<file path="config.mk">
export PLATFORM = sky130hd
export DESIGN_NAME = orlink_rx_crc_check
export DESIGN_NICKNAME = d
export VERILOG_FILES = /design/src/rtl/orlink_pkg.sv /design/src/rtl/orlink_crc16_chk.sv /design/src/rtl/orlink_rx_crc_check.sv
export SDC_FILE = /design/constraint.sdc
export NUM_CORES = 1
export LEC_CHECK = 0
export ABC_AREA = 1
export BUFFER_PORTS_ARGS = -buffer_cell sky130_fd_sc_hd__buf_4
export CAP_MARGIN = 20
export CORE_ASPECT_RATIO = 0.9
export CORE_MARGIN = 4
export CORE_UTILIZATION = 63
export CTS_CLUSTER_DIAMETER = 40
export DETAILED_ROUTE_END_ITERATION = 16
export PLACE_DENSITY = 0.83
export SKIP_CTS_REPAIR_TIMING = 1
export SYNTH_ARGS = -nofsm -noshare
export SYNTH_HDL_FRONTEND = slang
export SYNTH_SLANG_ARGS = --single-unit
</file>
<file path="constraint.sdc">
create_clock -name clk -period 5.9 [get_ports clk]
set_input_delay 0 -clock clk [delete_from_list [all_inputs] [get_ports clk]]
set_output_delay 0 -clock clk [all_outputs]
set_load 0.005 [all_outputs]
</file>
<file path="src/rtl/orlink_pkg.sv">
// Shared definitions for the orlink byte link: CRC-16 constants, the byte-wise
// CRC update used by both transmit and receive sides, and the payload beat type.
package orlink_pkg;

    localparam int unsigned BYTE_W = 8;
    localparam int unsigned CRC_W  = 16;

    localparam logic [CRC_W-1:0] CRC16_POLY = 16'h1021;
    localparam logic [CRC_W-1:0] CRC16_INIT = 16'h0000;

    typedef struct packed {
        logic [BYTE_W-1:0] data;
        logic              last;
    } orlink_beat_t;

    // MSB-first, non-reflected CRC-16 update over one byte.
    function automatic logic [CRC_W-1:0] crc16_update(input logic [CRC_W-1:0] crc,
                                                      input logic [BYTE_W-1:0] data);
        logic [CRC_W-1:0] c;
        c = crc ^ {data, 8'h00};
        for (int i = 0; i < 8; i++) begin
            c = c[15] ? ((c << 1) ^ CRC16_POLY) : (c << 1);
        end
        return c;
    endfunction

endpackage

</file>
<file path="src/rtl/orlink_crc16_chk.sv">
// Running CRC-16 register for received frames; flags a zero residue on the
// value that the current byte would produce.
module orlink_crc16_chk
    import orlink_pkg::*;
(
    input  logic              clk,
    input  logic              rst_n,
    input  logic              en,
    input  logic              restart,
    input  logic [BYTE_W-1:0] data,
    output logic              res_zero_c
);

    logic [CRC_W-1:0] crc;
    logic [CRC_W-1:0] crc_next_c;

    always_comb begin
        crc_next_c = crc16_update(crc, data);
        res_zero_c = (crc_next_c == CRC_W'(0));
    end

    // Restart takes priority so the frame's last byte leaves the register clean.
    always_ff @(posedge clk or negedge rst_n) begin
        if (!rst_n) begin
            crc <= CRC16_INIT;
        end else if (en) begin
            crc <= restart ? CRC16_INIT : crc_next_c;
        end
    end

endmodule

</file>
<file path="src/rtl/orlink_rx_crc_check.sv">
// Receive-side frame checker: strips the trailing CRC-16, forwards payload bytes
// through a two-byte hold buffer and reports per-frame status and statistics.
module orlink_rx_crc_check
    import orlink_pkg::*;
#(
    parameter int unsigned MAX_LEN = 1024,
    parameter int unsigned LEN_W   = 16
) (
    input  logic              clk,
    input  logic              rst_n,
    input  logic              in_valid,
    input  logic [BYTE_W-1:0] in_data,
    input  logic              in_last,
    output logic              in_ready,
    output logic              out_valid,
    output logic [BYTE_W-1:0] out_data,
    output logic              out_last,
    input  logic              out_ready,
    output logic              frame_done,
    output logic              frame_ok,
    output logic              frame_runt,
    output logic              frame_oversize,
    output logic [LEN_W-1:0]  frame_len,
    output logic [LEN_W-1:0]  good_cnt,
    output logic [LEN_W-1:0]  bad_cnt
);

    logic              accept_c;
    logic              full_c;
    logic              emit_c;
    logic              end_c;
    logic              res_zero_c;
    logic              oversize_c;
    logic              ok_c;
    logic [1:0]        fill;
    logic [BYTE_W-1:0] h0;
    logic [BYTE_W-1:0] h1;
    logic [LEN_W-1:0]  len;
    logic [LEN_W-1:0]  len_next_c;
    orlink_beat_t      out_beat;

    assign in_ready = !out_valid || out_ready;
    assign out_data = out_beat.data;
    assign out_last = out_beat.last;

    always_comb begin
        accept_c   = in_valid && in_ready;
        full_c     = (fill == 2'd2);
        emit_c     = accept_c && full_c;
        end_c      = accept_c && in_last;
        len_next_c = len;
        if (emit_c && (len != '1)) begin
            len_next_c = len + LEN_W'(1);
        end
        oversize_c = (len_next_c > LEN_W'(MAX_LEN));
        ok_c       = res_zero_c && full_c && !oversize_c;
    end

    orlink_crc16_chk u_crc (
        .clk        (clk),
        .rst_n      (rst_n),
        .en         (accept_c),
        .restart    (in_last),
        .data       (in_data),
        .res_zero_c (res_zero_c)
    );

    // Hold buffer: the two most recent bytes may be the CRC, so they lag the output.
    always_ff @(posedge clk or negedge rst_n) begin
        if (!rst_n) begin
            fill <= 2'd0;
            h0   <= '0;
            h1   <= '0;
        end else if (accept_c) begin
            h1 <= h0;
            h0 <= in_data;
            if (in_last) begin
                fill <= 2'd0;
            end else if (!full_c) begin
                fill <= fill + 2'd1;
            end
        end
    end

    always_ff @(posedge clk or negedge rst_n) begin
        if (!rst_n) begin
            out_valid <= 1'b0;
            out_beat  <= '0;
        end else if (emit_c) begin
            out_valid     <= 1'b1;
            out_beat.data <= h1;
            out_beat.last <= in_last;
        end else if (out_ready) begin
            out_valid     <= 1'b0;
            out_beat.last <= 1'b0;
        end
    end

    // Per-frame status pulses and saturating statistics.
    always_ff @(posedge clk or negedge rst_n) begin
        if (!rst_n) begin
            len            <= '0;
            frame_done     <= 1'b0;
            frame_ok       <= 1'b0;
            frame_runt     <= 1'b0;
            frame_oversize <= 1'b0;
            frame_len      <= '0;
            good_cnt       <= '0;
            bad_cnt        <= '0;
        end else begin
            frame_done     <= end_c;
            frame_ok       <= end_c && ok_c;
            frame_runt     <= end_c && !full_c;
            frame_oversize <= end_c && oversize_c;
            len            <= end_c ? '0 : len_next_c;
            if (end_c) begin
                frame_len <= len_next_c;
                if (ok_c) begin
                    if (good_cnt != '1) good_cnt <= good_cnt + LEN_W'(1);
                end else begin
                    if (bad_cnt != '1) bad_cnt <= bad_cnt + LEN_W'(1);
                end
            end
        end
    end

endmodule

</file>
==> results by stage, run 1 <==
Status:
- The run finished with clean final reports.

STA:
- The relative max-transition margin is 40.3%.
- Derived from the worst setup path, the maximum achievable clock frequency is 277 MHz.
- The transition time of the tightest slew-check pin is 0.896 ns.
- The final hold violation count was 0.
- The minimum clock period is 3.61 ns.
- The number of slew-limit violations in the final report is 0.
- Setup violations remaining at the end of the flow were counted as 0.
- In the finished design, the share of the clock period the worst path needs comes to 61.2%.
- Setup repair after global routing left no endpoint under its margin.
- For the final routed database, the setup TNS stands at 0 ns.
- The worst setup margin is 2.29 ns.
- On the final layout, the worst clock skew is 0.0183 ns.

Global routing:
- The initial antenna violation count is 0.
- The via count of the first global-routing pass is 4895.
- Entering global routing, the biggest net connects 74 pins.
- Global routing finished with a remaining overflow of 0.
- Across every metal layer, demand over resource in global routing totals 25.4%.
- The global-route wire length before repair is 23400 um.

Synthesis:
- In this run, synthesis inferred 0 flip-flops with an integrated enable.
- The number of nets handed over by synthesis was 795.
- Synthesis produced a netlist whose cell count is 778.
- The synthesized design devotes to its leading area cell type 46.3% of total area.
- By area the synthesized netlist is led by sky130_fd_sc_hd__dfrtp_1 46%, sky130_fd_sc_hd__nand2_1 17%, sky130_fd_sc_hd__xor2_1 5.6%.
- After synthesis the cells add up to 6060 um^2.
- The complex-gate fraction of the synthesized area is 4.73%.
- Of all flip-flops after synthesis, the portion carrying an async set or reset was 100%.
- Measured against the total synthesized area, the mux share comes to 0.186%.
- The portion of the post-synthesis area used by sequential elements is 46.3%.
- The average instance in the mapped netlist occupies 7.79 um^2.
- Summing the areas of all and, or, nand and nor instances in the mapped netlist gives 34.2% of the synthesized area.
- The xor and xnor area share after synthesis is 6.94%.
- In the synthesized netlist, the cells that appear most often are 267 x sky130_fd_sc_hd__nand2_1, 112 x sky130_fd_sc_hd__dfrtp_1, 72 x sky130_fd_sc_hd__inv_1, 70 x sky130_fd_sc_hd__nor2_1, 44 x sky130_fd_sc_hd__nand4_1.
- The count of cell types in the netlist is 35.
- The flip-flop cell with the highest count after synthesis is sky130_fd_sc_hd__dfrtp_1.
- The Yosys step of the flow raised 0 warnings.
- Summed over all instances, the cell type with the most area after synthesis is sky130_fd_sc_hd__dfrtp_1.
- The most common cell in the synthesized netlist is sky130_fd_sc_hd__nand2_1.
- By area, the combinational part of the netlist is dominated by simple AND/OR/NAND/NOR gates.
- After synthesis the netlist holds a flip-flop and latch count of 112.
- The area share of fa/ha/maj cells after synthesis is 0.826%.

Die:
- Pin placement for this block handled 76 I/O pins.
- Once the floorplan was initialized, standard cells occupied 65.5% of the core.
- In this run the horizontal extent of the chip is 111 um.
- The die covers 11200 um^2.
- The die outline height is 101 um.
- The floorplan row count is 33.
- The core area is 9250 um^2.

Clock tree:
- The sink count of the clock tree is 112.
- The latest clock arrival within the worst-skew pair is 0.37 ns.
- Buffers inserted during clock tree synthesis total 9.
- The buffer depth of the longest clock path is 2.
- The H-tree was split into 3 levels.
- The CTS tree is yes.
- The tree is rooted in a sky130_fd_sc_hd__clkbuf_8.
- Clock-pin slew was measured on the worst setup and hold paths at 0.11 ns.

Setup path:
- The critical path goes through nand2_2 > nand2_2 > nor2_2 > inv_1 > nor2_2 > o21ai_0 > nor2_1 > nand2_1 > nor2_2 > nand2_4 > a21oi_2 > nand4_1 > nand2_1.
- The number of buffers and inverters on the critical path is 1.
- The worst-case reg-to-reg path depth is 13.
- The critical path ends at good_cnt[9].
- The kind of critical path is flip-flop to flip-flop.
- STA puts the critical path data arrival time at 3.91 ns.
- The data required time of the critical path is 6.20 ns.
- Counting buffers and inverters, the worst setup path is 13 cells deep.
- Counting stages on the worst path, the most repeated cell is sky130_fd_sc_hd__nor2_2.
- Grouping stages by cell kind, the critical path spends the most delay in simple AND/OR/NAND/NOR gates.
- The worst-path cell with the longest stage delay is sky130_fd_sc_hd__nor2_2.
- The worst reg2reg path endpoint is good_cnt[9].
- STA classifies the critical path endpoint as a flip-flop.
- The worst flop-to-flop path startpoint is out_valid.
- The critical path starts at out_valid.
- STA classifies the critical path startpoint as a flip-flop.
- The register-to-register setup slack is 2.29 ns.
- In this design, the stage delay of the slowest critical-path cell is 0.61 ns.
- The maximum net fanout on the critical path is 30.

Drt:
- For this block, the via count after detailed routing is 5305.
- After detailed routing, the total wire length is 13700 um.
- In this run, the number of DRC markers left after iteration 0 of detailed routing was 418.
- For this run, the detailed router's first-pass iteration total came to 6.
- The post-detailed-route wirelength per cell is 14.0 um.
- The detailed-route vias per instance is 5.42.
- The residual DRC count is 0.
- The remaining antenna violation count after routing is 0.

Place:
- The count of input and output buffers is 75.
- Timing analysis after detailed placement gives a worst setup slack of 2.35 ns.
- At the end of routability-driven placement, the weighted congestion stood at 0.913.
- The HPWL reported at the end of detailed placement is 9980 um.

Power and ir drop:
- The worst vdd rail ir drop is 212 uV.
- The analysis attributes to cell leakage a power of 0.00352 uW.
- Dividing total power by cell area gives a power density of 300 nW/um^2.

Finish:
- In the final layout, the share of cells above drive strength 1 is 15.8%.
- The net total in the final layout is 869.
- The combined flip-flop and latch cell area is 2800 um^2.
- The number of fill cells is 716.
- At the end of the flow the core is filled with cells to 75.2%.
- The multi-input combinational cells in the finished layout cover a total of 2850 um^2.
- The repair_antennas step left the layout with diodes totalling 0.
- The area overhead of the layout relative to synthesis is 14.9%.

Job:
- Across the run, the number of max-cap violations was 0.

Worst hold path:
- The startpoint identified for the worst hold timing path is in_last.
- The classification of the worst-slack hold path is input pin to flip-flop.
==> stage by stage <==
stage / cells / area, um^2 / total power (uW) / hold WS [ns]
final: 979 / 6960 / 2090 / 0.00275
after global placement: 953 / 6660 / 1600 / 0.00127
after floorplan: 778 / 6060 / 1410 / -0.296
after detailed placement: 953 / 6660 / 1630 / 0.00479
after global routing: 979 / 6960 / 2230 / 0.0112
after CTS: 969 / 6860 / 2090 / -0.400
==> how the worst min path moves through the flow <==
stage                     cells after the start  slack (ns)           end
final                                         3       0.003       fill[1]
after detailed placement                      1       0.005  u_crc.crc[1]
after global routing                          3        0.01       fill[1]
after global placement                        1       0.001  u_crc.crc[1]
after floorplan                               0       -0.30    bad_cnt[0]
after CTS                                     1       -0.40  good_cnt[11]
==> worst register-to-register path: stages, from the launching register on <==
cell and delay (ns):
sky130_fd_sc_hd__dfrtp_1 0.41, sky130_fd_sc_hd__nand2_2 0.10, sky130_fd_sc_hd__nand2_2 0.31, sky130_fd_sc_hd__nor2_2 0.45, sky130_fd_sc_hd__inv_1 0.29, sky130_fd_sc_hd__nor2_2 0.62
sky130_fd_sc_hd__o21ai_0 0.24, sky130_fd_sc_hd__nor2_1 0.13, sky130_fd_sc_hd__nand2_1 0.08, sky130_fd_sc_hd__nor2_2 0.15, sky130_fd_sc_hd__nand2_4 0.10, sky130_fd_sc_hd__a21oi_2 0.42
sky130_fd_sc_hd__nand4_1 0.15, sky130_fd_sc_hd__nand2_1 0.10
==> where the power goes <==
part / switching [uW] / leakage [uW] / internal, uW / total [uW]
combinational: 410 / 0.00192 / 236 / 646
clock: 259 / 0.0000945 / 201 / 460
sequential: 89.1 / 0.00150 / 893 / 982
total: 757 / 0.00352 / 1330 / 2090
==> logic make-up (layout without fill, tap and decap cells) <==
logic type	count (synthesis)	in the layout
mux	1	1
xor+xnor	48	48
flops	112	112
simple gates	461	461
buf+inv	99	178
compound gates	53	53
fa+ha+maj	4	4
==> sequential cells by signal, indices dropped and copies added, names as in the netlist, 2 cells and up <==
register and flops:
fill 2, u_crc.crc 16, h0 8, out_data 8
good_cnt 16, len 16, frame_len 16, bad_cnt 16
h1 8
==> cell usage in the layout, fill, tap and decap left out, drive strengths merged <==
cell and count:
a21oi 6, nor3 9, a211oi 1, nor4 2, bufinv 1, inv 77, nor2 80, ha 4
xnor2 9, clkinv 1, o21ai 37, dlygate4sd3 10, buf 77, clkinvlp 1, nand4 46, nand3b 2
nand2 290, o22ai 9, mux2 1, clkbuf 11, dfrtp 112, nor3b 2, nand3 30, xor2 39
==> layout make-up <==
class                   instances  area share, %
clock buffers                  11           1.89
clock inverters                 5          0.917
inverters                      75           4.05
multi-input cells             567           40.9
flip-flops and latches        112           40.3
well taps                     122           2.19
repair buffers                 87           9.74
==> routing by layer <==
layer	global-route usage [%]	wire [um]	share of wire, %
met5	0	0	0
met4	7.58	196	1.4
met3	4.44	933	6.8
met2	39.8	6370	46
met1	36.7	6250	45
Note: power is estimated with default switching activity, not from simulation.
==> inputs of run 2 (changes only) <==
--- a/config.mk
+++ b/config.mk
@@ -5,15 +5,15 @@
 export SDC_FILE = /design/constraint.sdc
 export NUM_CORES = 1
 export LEC_CHECK = 0
-export ABC_AREA = 1
+export ABC_AREA = 0
 export BUFFER_PORTS_ARGS = -buffer_cell sky130_fd_sc_hd__buf_4
 export CAP_MARGIN = 20
 export CORE_ASPECT_RATIO = 0.9
 export CORE_MARGIN = 4
-export CORE_UTILIZATION = 63
+export CORE_UTILIZATION = 52
 export CTS_CLUSTER_DIAMETER = 40
 export DETAILED_ROUTE_END_ITERATION = 16
-export PLACE_DENSITY = 0.83
+export PLACE_DENSITY = 0.73
 export SKIP_CTS_REPAIR_TIMING = 1
 export SYNTH_ARGS = -nofsm -noshare
 export SYNTH_HDL_FRONTEND = slang
==> constraint.sdc (replaced) <==
create_clock -name clk -period 3.13 [get_ports clk]
set_input_delay 0 -clock clk [delete_from_list [all_inputs] [get_ports clk]]
set_output_delay 0 -clock clk [all_outputs]
set_load 0.005 [all_outputs]
==> run 2 against run 1 <==
Cell count is 25% lower. First-iteration DRC count is 46% lower. Clock power increased by 130%. Final area shrank 5.1%. Fmax grew 20%. Sequential power rose by 93%. Power is 96% higher. Critical path type unchanged. Highest routed layer unchanged.
==> results by stage, run 2 <==
Place:
- The placer's final routability congestion estimate is 0.931 (was 0.913).
- The HPWL reported at the end of detailed placement came to 8380 um (was 9980 um).
- The count of input and output buffers came to 75 (unchanged).
- The number of cells after detailed placement is 706 (was 953).
- The setup slack after placement was -0.0447 ns (was 2.35 ns).

Finish:
- The antenna diode count is 0 (unchanged).
- The footprint of the multi-input gates is 2450 um^2 (was 2850 um^2).
- The net total in the final layout was 623 (was 869).
- The combined flip-flop and latch cell area is 2800 um^2 (about the same).
- The fraction of layout instances using a drive strength above 1 is 25.5% (was 15.8%).
- Leading cell types in the layout, fill and taps excluded: 111 x sky130_fd_sc_hd__dfrtp_1, 96 x sky130_fd_sc_hd__buf_4, 68 x sky130_fd_sc_hd__nand2_1 (was 267 x sky130_fd_sc_hd__nand2_1, 112 x sky130_fd_sc_hd__dfrtp_1, 77 x sky130_fd_sc_hd__buf_4).
- The area overhead of the layout relative to synthesis was 24.4% (was 14.9%).
- The number of fill cells is 750 (was 716).
- The commonest non-fill, non-tap cell in the layout is sky130_fd_sc_hd__dfrtp_1 (was sky130_fd_sc_hd__nand2_1).
- The non-filler instance count after layout was 737 (was 979).

Power and ir drop:
- The total power density per cell area is 621 nW/um^2 (was 300 nW/um^2).
- The worst vdd rail ir drop is 359 uV (was 212 uV).
- The post-route total power is 4100 uW (was 2090 uW).
- The leakage power is 0.00310 uW (was 0.00352 uW).

STA:
- The maximum clock skew at final layout is 0.00530 ns (was 0.0183 ns).
- The top achievable clock speed was 333 MHz (was 277 MHz).
- The final total negative setup slack came to 0 ns (unchanged).
- The transition time of the tightest slew-check pin is 0.949 ns (was 0.896 ns).
- The worst setup margin is 0.127 ns (was 2.29 ns).
- The number of slew-limit violations in the final report is 0 (unchanged).
- The total setup violations reported at the end of the flow is 0 (unchanged).
- The minimum clock period was 3.00 ns (was 3.61 ns).
- The final hold violation count is 0 (unchanged).
- The relative max-transition margin is 36.5% (was 40.3%).
- The portion of the clock cycle consumed by the worst path in the final layout is 95.9% (was 61.2%).

Setup path:
- The maximum net fanout on the critical path is 9 (was 30).
- The nature of the critical path startpoint is a flip-flop (unchanged).
- The number of buffer and inverter instances along the worst setup path came to 1 (unchanged).
- The largest incremental delay on the critical path is 0.44 ns (was 0.61 ns).
- The kind of critical path is flip-flop to flip-flop (unchanged).
- The element type at the critical path end was a flip-flop (unchanged).
- Chain of cells forming the critical path: ha_1 > nand3_2 > nor4_2 > mux2i_1 > nand2_1 > and3b_1 > nand3_4 > buf_4 > nor3_2 > xor2_1 (was nand2_2 > nand2_2 > nor2_2 > inv_1 > nor2_2 > o21ai_0 > nor2_1 > nand2_1 > nor2_2 > nand2_4 > a21oi_2 > nand4_1 > nand2_1).
- The cell type group with the largest total delay on the critical path is simple AND/OR/NAND/NOR gates (unchanged).
- The worst-path cell with the longest stage delay is sky130_fd_sc_hd__dfrtp_1 (was sky130_fd_sc_hd__nor2_2).
- The data arrival time of the worst path is 3.28 ns (was 3.91 ns).
- The data required time of the critical path came to 3.40 ns (was 6.20 ns).

Synthesis:
- The dominant cell by count in the synthesized netlist is sky130_fd_sc_hd__dfrtp_1 (was sky130_fd_sc_hd__nand2_1).
- The synthesized net count is 518 (was 795).
- The portion of the post-synthesis area used by sequential elements is 52.8% (was 46.3%).
- The biggest area consumer among synthesized cells is sky130_fd_sc_hd__dfrtp_1 (unchanged).
- The count of cell types in the netlist is 57 (was 35).
- The total number of yosys warnings is 0 (unchanged).
- The area share of the leading cell type in the synthesized netlist is 52.8% (was 46.3%).
- Ranking of synthesized cells by area: sky130_fd_sc_hd__dfrtp_1 53%, sky130_fd_sc_hd__xnor2_1 5.6%, sky130_fd_sc_hd__xor2_1 5.1% (was sky130_fd_sc_hd__dfrtp_1 46%, sky130_fd_sc_hd__nand2_1 17%, sky130_fd_sc_hd__xor2_1 5.6%).
- The fraction of registers with async set or reset after synthesis is 100% (unchanged).
- The synthesis-stage register bit count is 112 (unchanged).
- The number of flops mapped to enable cells by yosys is 0 (unchanged).
- Most instantiated cells after synthesis: 112 x sky130_fd_sc_hd__dfrtp_1, 68 x sky130_fd_sc_hd__nand2_1, 34 x sky130_fd_sc_hd__nand3_1, 34 x sky130_fd_sc_hd__nor2_1, 34 x sky130_fd_sc_hd__xnor2_1 (was 267 x sky130_fd_sc_hd__nand2_1, 112 x sky130_fd_sc_hd__dfrtp_1, 72 x sky130_fd_sc_hd__inv_1, 70 x sky130_fd_sc_hd__nor2_1, 44 x sky130_fd_sc_hd__nand4_1).
- The post-synthesis cell count came to 501 (was 778).
- The flip-flop cell with the highest count after synthesis is sky130_fd_sc_hd__dfrtp_1 (unchanged).
- The mean cell area of the mapped netlist is 10.6 um^2 (was 7.79 um^2).
- The cell area after technology mapping is 5310 um^2 (was 6060 um^2).

Drt:
- The remaining antenna violation count after routing is 0 (unchanged).
- The residual DRC count was 0 (unchanged).
- The number of DRC markers after the initial detailed-route iteration is 225 (was 418).
- The number of iterations in the first detailed-routing pass was 5 (was 6).
- The number of vias after detailed routing was 4083 (was 5305).
- The post-detailed-route wirelength per cell is 16.2 um (was 14.0 um).
- The aggregate routed wire length is 11900 um (was 13700 um).
- The detailed-route vias per instance is 5.54 (was 5.42).

Status:
- Result of the run: finished clean (unchanged).

Clock tree:
- The clock-pin transition on the worst setup and hold timing paths is 0.07 ns (was 0.11 ns).
- The sink count of the clock tree is 112 (unchanged).
- The buffer depth of the longest clock path came to 2 (unchanged).
- The H-tree level count is 3 (unchanged).
- The root cell of the clock tree is sky130_fd_sc_hd__clkbuf_16 (was sky130_fd_sc_hd__clkbuf_8).
- The number of buffers created by CTS is 9 (unchanged).
- The CTS tree is yes (unchanged).
- The latest clock arrival within the worst-skew pair is 0.35 ns (was 0.37 ns).

Global routing:
- The global-route wire length before repair was 19900 um (was 23400 um).
- The overall fraction of global-route tracks in use is 20.6% (was 25.4%).
- The initial antenna violation count is 0 (unchanged).
- The total grt overflow is 0 (unchanged).
- The via count of the first global-routing pass was 3967 (was 4895).
- The pin count of the biggest net entering global routing was 82 (was 74).

Die:
- The core area was 9830 um^2 (was 9250 um^2).
- The I/O pin total was 76 (unchanged).
- The floorplan die width is 115 um (was 111 um).
- The full die area is 11900 um^2 (was 11200 um^2).
- The die outline height is 104 um (was 101 um).
- The initial core utilization is 54.0% (was 65.5%).
- The floorplan row count came to 34 (was 33).

Job:
- The max capacitance violation total is 0 (unchanged).

Worst hold path:
- The classification of the worst-slack hold path is input pin to asynchronous set/reset pin (was input pin to flip-flop).
-- run 2: cell count changes after synthesis, sizes merged, moves of 13 or more --
cell   previous run  this run
a22o              0        13
o21ai            37        24
inv              75         9
mux2              1        19
nor2             80        34
xnor2             9        34
nand4            46        15
nand2           290        68
-- run 2: worst paths after layout --
kind,slack (ns),from,depth (start not counted),end
worst min-delay path,0.12,rst_n,2,h1[6]
worst max register to register,0.13,len[1],10,good_cnt[9]
worst max-delay path,0.13,len[1],10,good_cnt[9]
worst min register to register,0.47,h1[3],2,out_data[3]
max in group asynchronous,2.43,rst_n,3,good_cnt[5]
min in group clk,0.44,in_data[0],3,h0[0]
-- run 2: power breakdown --
part	total, uW	switching, uW	internal (uW)
logic	1130	547	582
clock network	1070	524	545
registers	1900	202	1700
total	4100	1270	2830
-- run 2: final cells by class --
cell class / count / area share [%]
Timing Repair Buffer: 110 / 13.4
Sequential cell: 112 / 42.4
Clock inverter: 6 / 0.663
Tap cell: 126 / 2.39
Clock buffer: 10 / 3.47
Multi-Input combinational cell: 364 / 37.1
Inverter: 9 / 0.511
-- run 2: kinds of logic (layout without fill, tap and decap cells) --
logic type / after synthesis / in the layout / synth area share (%)
and+or+nand+nor: 212 / 212 / 20.8
DFF: 112 / 112 / 52.8
xor gates and xnor gates: 65 / 65 / 10.7
AOI/OAI and AO/OA: 59 / 59 / 7.80
buffers and inverters: 25 / 135 / 1.96
muxes: 24 / 24 / 4.97
adders and majority gates: 4 / 4 / 0.943
-- run 2: metal layers --
layer	vias up	GRT usage (%)	part of all wire, %
met5	-	0	0
met4	0	6.79	1.6
met3	16	4.60	5.3
met2	125	30.7	46
met1	1981	29.9	47
li1	1961	-	-
-- run 2: metrics by stage --
stage / hold slack, ns / cell area, um^2 / utilization (%)
2_1_floorplan: -0.296 / 5310 / -
3_3_place_gp: 0.231 / 6120 / 62.3
3_5_place_dp: 0.240 / 6120 / 62.3
4_1_cts: -0.140 / 6400 / 65.1
5_1_grt: 0.137 / 6610 / 67.2
6_report: 0.118 / 6610 / 67.2
==> inputs of run 3 (changes only) <==
--- a/config.mk
+++ b/config.mk
@@ -8,12 +8,14 @@
 export ABC_AREA = 0
 export BUFFER_PORTS_ARGS = -buffer_cell sky130_fd_sc_hd__buf_4
 export CAP_MARGIN = 20
+export CELL_PAD_IN_SITES_DETAIL_PLACEMENT = 0
+export CELL_PAD_IN_SITES_GLOBAL_PLACEMENT = 1
 export CORE_ASPECT_RATIO = 0.9
 export CORE_MARGIN = 4
-export CORE_UTILIZATION = 52
+export CORE_UTILIZATION = 41
 export CTS_CLUSTER_DIAMETER = 40
 export DETAILED_ROUTE_END_ITERATION = 16
-export PLACE_DENSITY = 0.73
+export PLACE_DENSITY = 0.74
 export SKIP_CTS_REPAIR_TIMING = 1
 export SYNTH_ARGS = -nofsm -noshare
 export SYNTH_HDL_FRONTEND = slang
==> run 3 against run 2 <==
Worst hold slack improved by 0.13 ns. Sequential power about the same. Clock skew rose by 0.0024 ns. Count of clock-buffer cells in the layout decreased by 1. Setup slack better by 0.083 ns. Final area down 0.40%. Via count fell by 2.5%. Wire length rose by 1.1%. Fmax increased by 2.9%. Clock power up 11%. Critical path type unchanged.
==> results by stage, run 3 (synthesized netlist as in run 2, its figures left out) <==
Clock tree:
- The sink count of the clock tree is 112 (unchanged).
- The H-tree level count is 3 (unchanged).
- The clock-pin transition on the worst setup and hold timing paths is 0.08 ns (was 0.07 ns).
- The buffer depth of the longest clock path was 2 (unchanged).
- The latest clock arrival within the worst-skew pair is 0.35 ns (about the same).
- The CTS tree is yes (unchanged).
- The number of buffers created by CTS is 9 (unchanged).
- The root cell of the clock tree is sky130_fd_sc_hd__clkbuf_16 (unchanged).

Finish:
- Leading cell types in the layout, fill and taps excluded: 111 x sky130_fd_sc_hd__dfrtp_1, 91 x sky130_fd_sc_hd__buf_4, 68 x sky130_fd_sc_hd__nand2_1 (was 111 x sky130_fd_sc_hd__dfrtp_1, 96 x sky130_fd_sc_hd__buf_4, 68 x sky130_fd_sc_hd__nand2_1).
- The fraction of layout instances using a drive strength above 1 is 24.0% (was 25.5%).
- The area overhead of the layout relative to synthesis is 23.9% (was 24.4%).
- The antenna diode count is 0 (unchanged).
- The commonest non-fill, non-tap cell in the layout is sky130_fd_sc_hd__dfrtp_1 (unchanged).
- The number of fill cells is 1171 (was 750).
- The net total in the final layout was 617 (was 623).
- The non-filler instance count after layout is 769 (was 737).

Die:
- The initial core utilization is 41.9% (was 54.0%).
- The floorplan row count is 39 (was 34).
- The full die area came to 14800 um^2 (was 11900 um^2).
- The core area came to 12700 um^2 (was 9830 um^2).
- The floorplan die width is 128 um (was 115 um).
- The I/O pin total is 76 (unchanged).
- The die outline height came to 116 um (was 104 um).

STA:
- The maximum clock skew at final layout came to 0.00769 ns (was 0.00530 ns).
- The portion of the clock cycle consumed by the worst path in the final layout is 93.3% (was 95.9%).
- The final total negative setup slack was 0 ns (unchanged).
- The number of slew-limit violations in the final report is 0 (unchanged).
- The transition time of the tightest slew-check pin is 0.968 ns (was 0.949 ns).
- The final hold violation count is 0 (unchanged).
- The total setup violations reported at the end of the flow is 0 (unchanged).
- The top achievable clock speed is 343 MHz (was 333 MHz).
- The worst hold slack after final layout was 0.246 ns (was 0.118 ns).
- Setup repair after global routing left no endpoint under its margin.
- The minimum clock period is 2.92 ns (was 3.00 ns).
- The relative max-transition margin was 35.2% (was 36.5%).

Global routing:
- The overall fraction of global-route tracks in use is 16.7% (was 20.6%).
- The total grt overflow was 0 (unchanged).
- The initial antenna violation count came to 0 (unchanged).
- The global-route wire length before repair is 20000 um (was 19900 um).
- The via count of the first global-routing pass is 3963 (was 3967).
- The pin count of the biggest net entering global routing came to 113 (was 82).

Power and ir drop:
- The worst vdd rail ir drop is 356 uV (was 359 uV).
- The leakage power is 0.00306 uW (was 0.00310 uW).
- The total power density per cell area is 633 nW/um^2 (was 621 nW/um^2).

Drt:
- The aggregate routed wire length was 12100 um (was 11900 um).
- The routed length on met2 is 5740 um (was 5450 um).
- The remaining antenna violation count after routing is 0 (unchanged).
- The uppermost signal routing layer after detailed routing is met4 (unchanged).
- The number of iterations in the first detailed-routing pass is 5 (unchanged).
- The residual DRC count came to 0 (unchanged).
- The detailed-route vias per instance is 5.18 (was 5.54).
- The met3 routed wirelength is 391 um (was 632 um).
- The routed length on met1 came to 5790 um (was 5660 um).
- The post-detailed-route wirelength per cell is 15.7 um (was 16.2 um).
- The number of DRC markers after the initial detailed-route iteration is 301 (was 225).
- The number of vias after detailed routing is 3981 (was 4083).

Place:
- The number of cells after detailed placement is 741 (was 706).
- The HPWL reported at the end of detailed placement is 8430 um (was 8380 um).
- The count of input and output buffers is 75 (unchanged).
- The placer's final routability congestion estimate was 0.847 (was 0.931).

Setup path:
- The nature of the critical path startpoint was a flip-flop (unchanged).
- Chain of cells forming the critical path: ha_1 > nand3_2 > or2_0 > a311o_1 > nor2b_1 > a211oi_4 > nand4_2 > nand2_1 > mux2_1 (was ha_1 > nand3_2 > nor4_2 > mux2i_1 > nand2_1 > and3b_1 > nand3_4 > buf_4 > nor3_2 > xor2_1).
- The maximum net fanout on the critical path was 9 (unchanged).
- The kind of critical path is flip-flop to flip-flop (unchanged).
- The largest incremental delay on the critical path is 0.44 ns (about the same).
- The element type at the critical path end is a flip-flop (unchanged).
- The data arrival time of the worst path is 3.15 ns (was 3.28 ns).
- The worst-path cell with the longest stage delay is sky130_fd_sc_hd__dfrtp_1 (unchanged).
- The data required time of the critical path was 3.36 ns (was 3.40 ns).
- The worst-case reg-to-reg path depth was 9 (was 10).

Worst hold path:
- The classification of the worst-slack hold path is input pin to asynchronous set/reset pin (unchanged).

Status:
- Result of the run: finished clean (unchanged).

Job:
- The max capacitance violation total is 0 (unchanged).
run 3: cell types whose count changed in the layout (fill, tap and decap cells not counted), moves of 2 or more:
| cell | before | now |
|---|---|---|
| sky130_fd_sc_hd__nor4_1 | 1 | 3 |
| sky130_fd_sc_hd__clkinv_2 | 2 | 0 |
| sky130_fd_sc_hd__nor4_2 | 5 | 3 |
| sky130_fd_sc_hd__clkinvlp_4 | 1 | 4 |
| sky130_fd_sc_hd__buf_4 | 96 | 91 |
run 3: per-layer routing:
metal,GRT usage [%],up-vias
met1,23.9,1955
met4,5.45,0
li1,-,1946
met3,3.41,10
met5,0,-
met2,25.6,70
run 3: final timing paths:
kind / from / end / slack, ns
worst min register to register: h1[0] / out_data[0] / 0.47
worst min-delay path: rst_n / h1[3] / 0.25
min in group clk: in_data[3] / h0[3] / 0.45
worst max-delay path: len[1] / bad_cnt[1] / 0.21
worst max register to register: len[1] / bad_cnt[1] / 0.21
max in group asynchronous: rst_n / u_crc.crc[15] / 2.37
run 3: where the power goes:
group          internal [uW]  switching, uW
Clock                    630            555
Combinational            550            531
Sequential              1700            199
run 3: worst max-delay path, delay by kind of cell (launching register included):
family | cells | cell delay, ns
flip-flops | 1 | 0.44
adder cells (fa/ha/maj) | 1 | 0.27
multiplexers | 1 | 0.33
AO/OA/AOI/OAI | 2 | 0.73
AND/OR/NAND/NOR | 5 | 1.03
run 3: per-stage QoR:
step | total power, uW | instance area, um^2 | utilization, % | worst slack (ns)
floorplan | 2560 | 5310 | - | 0.387
finish | 4170 | 6580 | 51.9 | 0.210
global placement | 2960 | 6150 | 48.5 | 0.165
detailed placement | 3000 | 6150 | 48.5 | 0.117
global route | 4420 | 6580 | 51.9 | 0.0249
CTS | 4210 | 6450 | 50.9 | 0.120
run 3: cell type report:
cell class              count  area [um^2]  area share, %
flip-flops and latches    112         2800           42.6
multi-input cells         364         2410           36.6
repair buffers            104          823           12.5
clock buffers               9          225           3.42
well taps                 164          205           3.12
clock inverters             7         80.1           1.22
inverters                   9         33.8          0.513
